==> config.mk <==
export PLATFORM = sky130hd
export DESIGN_NAME = axi_stream_remove_header
export DESIGN_NICKNAME = d
export VERILOG_FILES = /design/src/rtl/axi_stream_pkg.sv /design/src/rtl/axis_byte_realign.sv /design/src/rtl/axi_stream_remove_header.sv
export SDC_FILE = /design/constraint.sdc
export NUM_CORES = 1
export LEC_CHECK = 0
export ABC_AREA = 1
export ABC_CLOCK_PERIOD_IN_PS = 5900
export CELL_PAD_IN_SITES_DETAIL_PLACEMENT = 1
export CELL_PAD_IN_SITES_GLOBAL_PLACEMENT = 1
export CORE_MARGIN = 5
export CORE_UTILIZATION = 44
export DETAILED_ROUTE_END_ITERATION = 8
export PLACE_DENSITY = 0.89
export SLEW_MARGIN = 20
export SYNTH_ARGS = -nofsm -noshare
export SYNTH_HDL_FRONTEND = slang
export SYNTH_SLANG_ARGS = --single-unit
==> constraint.sdc <==
create_clock -name clk -period 5.9 [get_ports clk]
set_input_delay 1.18 -clock clk [delete_from_list [all_inputs] [get_ports clk]]
set_output_delay 1.18 -clock clk [all_outputs]
set_load 0.005 [all_outputs]
==> src/rtl/axi_stream_pkg.sv <==
`default_nettype none
// ============================================================================
// Module      : axi_stream_pkg
// Description : Shared types and byte-lane constants for the AXI-Stream
//               header-removal block (FSM state encoding, byte width).
// Revision    : 1.0 - initial release
// ============================================================================
package axi_stream_pkg;

    // Packet-level sequencing of the header stripper
    typedef enum logic [1:0] {
        IDLE   = 2'd0,   // waiting for a strip command
        FIRST  = 2'd1,   // first beat of the packet: strip c leading bytes
        STREAM = 2'd2,   // body beats: merge residual with incoming bytes
        FLUSH  = 2'd3    // emit the leftover tail bytes of the last beat
    } rh_state_e;

    // Width of one byte lane in bits
    localparam int C_BYTE_W = 8;

endpackage : axi_stream_pkg
`default_nettype wire

==> src/rtl/axis_byte_realign.sv <==
`default_nettype none
// ============================================================================
// Module      : axis_byte_realign
// Description : Byte realignment datapath. Appends the leading c bytes of the
//               incoming beat to the left-aligned residual and produces the
//               trailing DATA_BYTE_WD-c bytes as the next left-aligned residual.
// Revision    : 1.0 - initial release
// ============================================================================
module axis_byte_realign
    import axi_stream_pkg::*;
#(
    parameter int DATA_WD      = 32,
    parameter int DATA_BYTE_WD = DATA_WD / 8,
    parameter int BYTE_CNT_WD  = $clog2(DATA_BYTE_WD)
) (
    input  logic [DATA_WD-1:0]   residual,
    input  logic [DATA_WD-1:0]   data_in,
    input  logic [BYTE_CNT_WD:0] c,
    output logic [DATA_WD-1:0]   merged,
    output logic [DATA_WD-1:0]   next_residual
);

    // Residual occupies the top DATA_BYTE_WD-c lanes, so the new bytes are
    // shifted down by that many lanes; the remainder moves up by c lanes.
    always_comb begin
        int sh_r;
        int sh_l;
        sh_r          = (DATA_BYTE_WD - int'(c)) * C_BYTE_W;
        sh_l          = int'(c) * C_BYTE_W;
        merged        = residual | (data_in >> sh_r);
        next_residual = data_in << sh_l;
    end

endmodule : axis_byte_realign
`default_nettype wire

==> src/rtl/axi_stream_remove_header.sv <==
`default_nettype none
// ============================================================================
// Module      : axi_stream_remove_header
// Description : Strips a per-packet number of leading bytes (0..DATA_BYTE_WD)
//               from an MSB-first AXI-Stream packet and re-packs the rest.
//               Optional macro AXIS_RH_HEADER_OUT_EN adds header_valid /
//               header_data outputs carrying the stripped bytes.
// Revision    : 1.0 - initial release
// ============================================================================
module axi_stream_remove_header
    import axi_stream_pkg::*;
#(
    parameter int DATA_WD      = 32,
    parameter int DATA_BYTE_WD = DATA_WD / 8,
    parameter int BYTE_CNT_WD  = $clog2(DATA_BYTE_WD)
) (
    input  logic                    clk,
    input  logic                    rst,
    // upstream
    input  logic                    valid_in,
    input  logic [DATA_WD-1:0]      data_in,
    input  logic [DATA_BYTE_WD-1:0] keep_in,
    input  logic                    last_in,
    output logic                    ready_in,
    // downstream
    output logic                    valid_out,
    output logic [DATA_WD-1:0]      data_out,
    output logic [DATA_BYTE_WD-1:0] keep_out,
    output logic                    last_out,
    input  logic                    ready_out,
    // strip command
    input  logic                    valid_remove,
    input  logic [BYTE_CNT_WD:0]    byte_remove_cnt,
    output logic                    ready_remove
`ifdef AXIS_RH_HEADER_OUT_EN
    ,
    output logic                    header_valid,
    output logic [DATA_WD-1:0]      header_data
`endif
);

    // Top n keep bits set (keep is MSB-contiguous)
    function automatic logic [DATA_BYTE_WD-1:0] f_keep_top(input int n);
        logic [DATA_BYTE_WD-1:0] k;
        k = '0;
        for (int i = 0; i < DATA_BYTE_WD; i++) begin
            if (i < n) k[DATA_BYTE_WD-1-i] = 1'b1;
        end
        return k;
    endfunction

    // Expand keep bits to a bit mask over the data lanes
    function automatic logic [DATA_WD-1:0] f_byte_mask(input logic [DATA_BYTE_WD-1:0] k);
        logic [DATA_WD-1:0] m;
        for (int i = 0; i < DATA_BYTE_WD; i++) begin
            m[i*C_BYTE_W +: C_BYTE_W] = {C_BYTE_W{k[i]}};
        end
        return m;
    endfunction

    // Number of valid bytes in a beat
    function automatic int f_count(input logic [DATA_BYTE_WD-1:0] k);
        int n;
        n = 0;
        for (int i = 0; i < DATA_BYTE_WD; i++) begin
            if (k[i]) n++;
        end
        return n;
    endfunction

    rh_state_e                 state_q,      state_d;
    logic [BYTE_CNT_WD:0]      cnt_q,        cnt_d;
    logic [DATA_WD-1:0]        resid_q,      resid_d;
    logic [DATA_BYTE_WD-1:0]   flush_keep_q, flush_keep_d;
    logic                      valid_out_q,  valid_out_d;
    logic [DATA_WD-1:0]        data_out_q,   data_out_d;
    logic [DATA_BYTE_WD-1:0]   keep_out_q,   keep_out_d;
    logic                      last_out_q,   last_out_d;
`ifdef AXIS_RH_HEADER_OUT_EN
    logic                      header_valid_q, header_valid_d;
    logic [DATA_WD-1:0]        header_data_q,  header_data_d;
`endif

    logic [DATA_WD-1:0]        w_din_m;
    logic [DATA_WD-1:0]        w_merged;
    logic [DATA_WD-1:0]        w_next_resid;
    logic                      w_slot_free;
    logic                      w_in_fire;
    int                        w_v;
    int                        w_c;

    assign w_din_m     = data_in & f_byte_mask(keep_in);
    assign w_v         = f_count(keep_in);
    assign w_c         = int'(cnt_q);
    assign w_slot_free = !valid_out_q || ready_out;
    assign ready_in    = ((state_q == FIRST) || (state_q == STREAM)) && w_slot_free;
    assign w_in_fire   = valid_in && ready_in;
    assign ready_remove = (state_q == IDLE) && !rst;

    assign valid_out = valid_out_q;
    assign data_out  = data_out_q;
    assign keep_out  = keep_out_q;
    assign last_out  = last_out_q;
`ifdef AXIS_RH_HEADER_OUT_EN
    assign header_valid = header_valid_q;
    assign header_data  = header_data_q;
`endif

    axis_byte_realign #(
        .DATA_WD      (DATA_WD),
        .DATA_BYTE_WD (DATA_BYTE_WD),
        .BYTE_CNT_WD  (BYTE_CNT_WD)
    ) u_realign (
        .residual      (resid_q),
        .data_in       (w_din_m),
        .c             (cnt_q),
        .merged        (w_merged),
        .next_residual (w_next_resid)
    );

    // Next-state and next-output computation for the strip sequencer
    always_comb begin
        state_d      = state_q;
        cnt_d        = cnt_q;
        resid_d      = resid_q;
        flush_keep_d = flush_keep_q;
        valid_out_d  = valid_out_q && !ready_out;
        data_out_d   = data_out_q;
        keep_out_d   = keep_out_q;
        last_out_d   = last_out_q;
`ifdef AXIS_RH_HEADER_OUT_EN
        header_valid_d = 1'b0;
        header_data_d  = header_data_q;
`endif
        case (state_q)
            IDLE: begin
                if (valid_remove) begin
                    cnt_d   = byte_remove_cnt;
                    resid_d = '0;
                    state_d = FIRST;
                end
            end
            FIRST: begin
                if (w_in_fire) begin
`ifdef AXIS_RH_HEADER_OUT_EN
                    header_valid_d = 1'b1;
                    header_data_d  = w_din_m & f_byte_mask(f_keep_top(w_c));
`endif
                    if (w_c == 0) begin
                        // nothing to strip: the packet passes straight through
                        valid_out_d = 1'b1;
                        data_out_d  = w_din_m;
                        keep_out_d  = keep_in;
                        last_out_d  = last_in;
                        state_d     = last_in ? IDLE : STREAM;
                    end else begin
                        resid_d = w_next_resid;
                        if (!last_in) begin
                            state_d = STREAM;
                        end else if (w_v <= w_c) begin
                            // packet ended inside the header: drop it
                            resid_d = '0;
                            state_d = IDLE;
                        end else begin
                            flush_keep_d = f_keep_top(w_v - w_c);
                            state_d      = FLUSH;
                        end
                    end
                end
            end
            STREAM: begin
                if (w_in_fire) begin
                    valid_out_d = 1'b1;
                    if (w_c == 0) begin
                        data_out_d = w_din_m;
                        keep_out_d = keep_in;
                        last_out_d = last_in;
                        if (last_in) state_d = IDLE;
                    end else begin
                        data_out_d = w_merged;
                        resid_d    = w_next_resid;
                        if (!last_in) begin
                            keep_out_d = '1;
                            last_out_d = 1'b0;
                        end else if (w_v <= w_c) begin
                            // tail fits in this beat
                            keep_out_d = f_keep_top(DATA_BYTE_WD - w_c + w_v);
                            last_out_d = 1'b1;
                            resid_d    = '0;
                            state_d    = IDLE;
                        end else begin
                            keep_out_d   = '1;
                            last_out_d   = 1'b0;
                            flush_keep_d = f_keep_top(w_v - w_c);
                            state_d      = FLUSH;
                        end
                    end
                end
            end
            FLUSH: begin
                if (w_slot_free) begin
                    valid_out_d = 1'b1;
                    data_out_d  = resid_q;
                    keep_out_d  = flush_keep_q;
                    last_out_d  = 1'b1;
                    resid_d     = '0;
                    state_d     = IDLE;
                end
            end
            default: state_d = IDLE;
        endcase
    end

    // State, residual and registered outputs
    always_ff @(posedge clk or posedge rst) begin
        if (rst) begin
            state_q      <= IDLE;
            cnt_q        <= '0;
            resid_q      <= '0;
            flush_keep_q <= '0;
            valid_out_q  <= 1'b0;
            data_out_q   <= '0;
            keep_out_q   <= '0;
            last_out_q   <= 1'b0;
`ifdef AXIS_RH_HEADER_OUT_EN
            header_valid_q <= 1'b0;
            header_data_q  <= '0;
`endif
        end else begin
            state_q      <= state_d;
            cnt_q        <= cnt_d;
            resid_q      <= resid_d;
            flush_keep_q <= flush_keep_d;
            valid_out_q  <= valid_out_d;
            data_out_q   <= data_out_d;
            keep_out_q   <= keep_out_d;
            last_out_q   <= last_out_d;
`ifdef AXIS_RH_HEADER_OUT_EN
            header_valid_q <= header_valid_d;
            header_data_q  <= header_data_d;
`endif
        end
    end

endmodule : axi_stream_remove_header
`default_nettype wire

==> flow_summary.ini <==
[routing]
wirelength_um = 23600
drt_first_pass_iters = 7
vias_per_cell = 6.11
dr_total_vias = 6580
ant_nets = 0
top_layer = met4
wl_met2_um = 11200
drc = 0
wl_met1_um = 10500
route.met3.wl_um = 1500
drt_iter0_drc = 683
avgRoutedWirePerCell_um = 21.9

[setup_path]
cp.arrival_ns = 5.58
critPathKind = input pin to flip-flop
crit_path_cell_trace = clkdlybuf4s50_1 -> inv_1 -> ha_1 -> or2_2 -> nand2_1 -> inv_1 -> ha_1 -> inv_1 -> o21ai_0 -> ha_1 -> nand3_1 -> nand3_1 -> inv_1 -> ha_1 -> inv_1 -> ha_1 -> xnor2_1 -> nand2_1 -> a21oi_4 -> nand3_2 -> o31ai_1
cpPeakStageDelay_ns = 0.51
crit_path_max_fanout = 16
critical_path_required_ns = 6.14
crit_slowest_cell = clkdlybuf4s50_1
end_kind = flip-flop
critPathLaunchType = input pin

[placement]
place_congestion = 0.988
dp_hpwl_um = 16800
port_buffers = 84

[global_route]
grt.overflow.total = 0
grt_pass1_vias = 6720
grt_max_degree = 46
antenna_found_initial = 0
grt_usage_pct = 28.9
grt_pass1_wl_um = 36900

[logic_synthesis]
synth_fa_ha_area_share_pct = 6.87
syn_inst = 836
synth_compound_area_share_pct = 25.7
synth_edf_count = 0
muxShareOfSynthArea_pct = 0
syn-cell-area_um2 = 6050
synthFlopType = dfrtp_1
yosysUniqueCellTypes = 45
yosys_warnings = 0
synth_top_family_by_area = compound AO/OA/AOI/OAI gates
yosys.area_share.simple_pct = 23.6
ys_async_sr_fraction_pct = 100
ys_seq_area_share_pct = 32.7
ys_seq_elements = 79
synth_xor_xnor_area_share_pct = 1.16
synth.avg_cell_area_um2 = 7.24

[final_layout]
antennaDiodeCount = 0
regArea_um2 = 1980
mostFrequentLayoutCell = nand2_1
layout.nets = 973
area_delta_synth_final_pct = 19.7
final_cell_mix = 185 x nand2_1, 90 x nor2_1, 84 x clkdlybuf4s50_1
n_fill_cell = 1703
final_layout_size_suffix_gt1_share_pct = 7.10
multi_input_area_um2 = 3490

[die]
die_w_um = 127
num_rows = 42
core-area_um2 = 13300
die_h_um = 127
die-area_um2 = 16200
initial_core_util_pct = 45.3
pin_count = 85

[power]
vdd_ir_drop_max_mv = 0.228
power_density_nw_per_um2 = 567
p_leak_uw = 0.00336

[worst_hold_path]
min_path_type = flip-flop to flip-flop

[timing]
min_period_ns = 5.34
setup_violations = 0
rsz0062_at_grt = false
holdWs_ns = 0.517
finalClockSkew_ns = 0.00880
relSlewSlack_pct = 20.3
finalHoldViolCount = 0
tns_ns = 0
period_share_pct = 90.4
drv_slew = 0
clock.fmax_mhz = 187
tightest_slew_ns = 1.19

[clocking]
path_clk_slew_ns = 0.07
post_cts_resized = 0
cts_root_buffer = clkbuf_16
post_cts_buffers = 0
cts_max_path_buffers = 2
hold_buffers = 0
clock_latency_ns = 0.35
cts_tree = built
cts.htree.levels = 3
cts_sinks = 79
cts_buffers = 9

[status]
status = completed

[job]
maxCapViolCount = 0
[power by group]
part / leakage (µW) / internal [µW] / switching [µW]
sequential: 0.000991 / 767 / 165
combinational: 0.00222 / 934 / 1670
clock: 0.000151 / 330 / 241
[path summary, 6_finish.rpt]
check | start | to | slack [ns] | cells after the start
worst min-delay path | flush_keep_q[3] | flush_keep_q[3] | 0.52 | 2
min in group asynchronous | rst | valid_out | 1.25 | 2
max in group asynchronous | rst | data_out[11] | 3.59 | 3
worst max-delay path | keep_in[1] | resid_q[11] | 0.56 | 21
worst max register to register | cnt_q[1] | keep_out[2] | 1.48 | 21
worst min register to register | flush_keep_q[3] | flush_keep_q[3] | 0.52 | 2
[worst max-delay path: cells and delay by family]
family	cells	cell delay (ns)
adders and majority gates	5	1.44
and+or+nand+nor	6	1.05
xor gates and xnor gates	1	0.16
AOI/OAI and AO/OA	3	0.82
buffers and inverters	6	0.90
[synthesized netlist by cell type, types with 3 or more instances]
| library cell | count | share of area [%] |
|---|---|---|
| dfrtp_1 | 79 | 33 |
| nand2_2 | 4 | 0.41 |
| o211ai_1 | 22 | 2.7 |
| o21bai_1 | 4 | 0.50 |
| inv_1 | 80 | 5.0 |
| nor2_1 | 90 | 5.6 |
| nand3_1 | 52 | 4.3 |
| a221oi_1 | 34 | 4.9 |
| buf_2 | 22 | 1.8 |
| clkbuf_1 | 14 | 0.87 |
| a21oi_1 | 80 | 6.6 |
| buf_1 | 3 | 0.19 |
| nor3_1 | 6 | 0.50 |
| xor2_1 | 6 | 0.87 |
| o21ai_0 | 33 | 2.7 |
| o22ai_1 | 16 | 1.7 |
| o31ai_1 | 16 | 2.0 |
| ha_1 | 30 | 6.2 |
| o22ai_2 | 13 | 2.7 |
| buf_6 | 4 | 0.74 |
| a31oi_1 | 3 | 0.31 |
| buf_4 | 5 | 0.62 |
| nand2_1 | 185 | 11 |
| inv_2 | 6 | 0.37 |
[cells by family after synthesis]
family	after synthesis
flops	79
compound gates	232
other cells	2
simple gates	346
buf+inv	137
fa+ha+maj	32
xor+xnor	8
[per-layer routing]
metal / track usage [%] / vias up
met2: 46.2 / 276
met5: 0 / -
met1: 40.5 / 3291
li1: - / 2973
met4: 9.09 / 0
met3: 4.42 / 40
[metrics by stage]
step / utilization, % / setup slack [ns] / total power, µW / instance area, µm² / instances
5_1_grt: 54.2 / 0.349 / 4390 / 7240 / 1077
2_1_floorplan: - / 0.954 / 2600 / 6060 / 839
6_report: 54.2 / 0.565 / 4110 / 7240 / 1077
4_1_cts: 54.2 / 0.542 / 4070 / 7240 / 1077
3_3_place_gp: 52.0 / 0.490 / 3340 / 6940 / 1061
3_5_place_dp: 52.0 / 0.177 / 3490 / 6940 / 1061
[flip-flops by register name (all words and copies together), names as in the netlist]
signal and flops:
data_out 32, valid_out 1, state_q 2, keep_out 4
resid_q 32, cnt_q 3, last_out 1, flush_keep_q 4
[area by class of cell]
| cell class | instances | area share [%] |
|---|---|---|
| Clock inverter | 3 | 0.207 |
| Tap cell | 176 | 3.04 |
| Sequential cell | 79 | 27.3 |
| Clock buffer | 13 | 3.87 |
| Inverter | 89 | 4.72 |
| Timing Repair Buffer | 94 | 12.7 |
| Multi-Input combinational cell | 623 | 48.2 |
No activity file was read; power rests on OpenSTA's default activity.
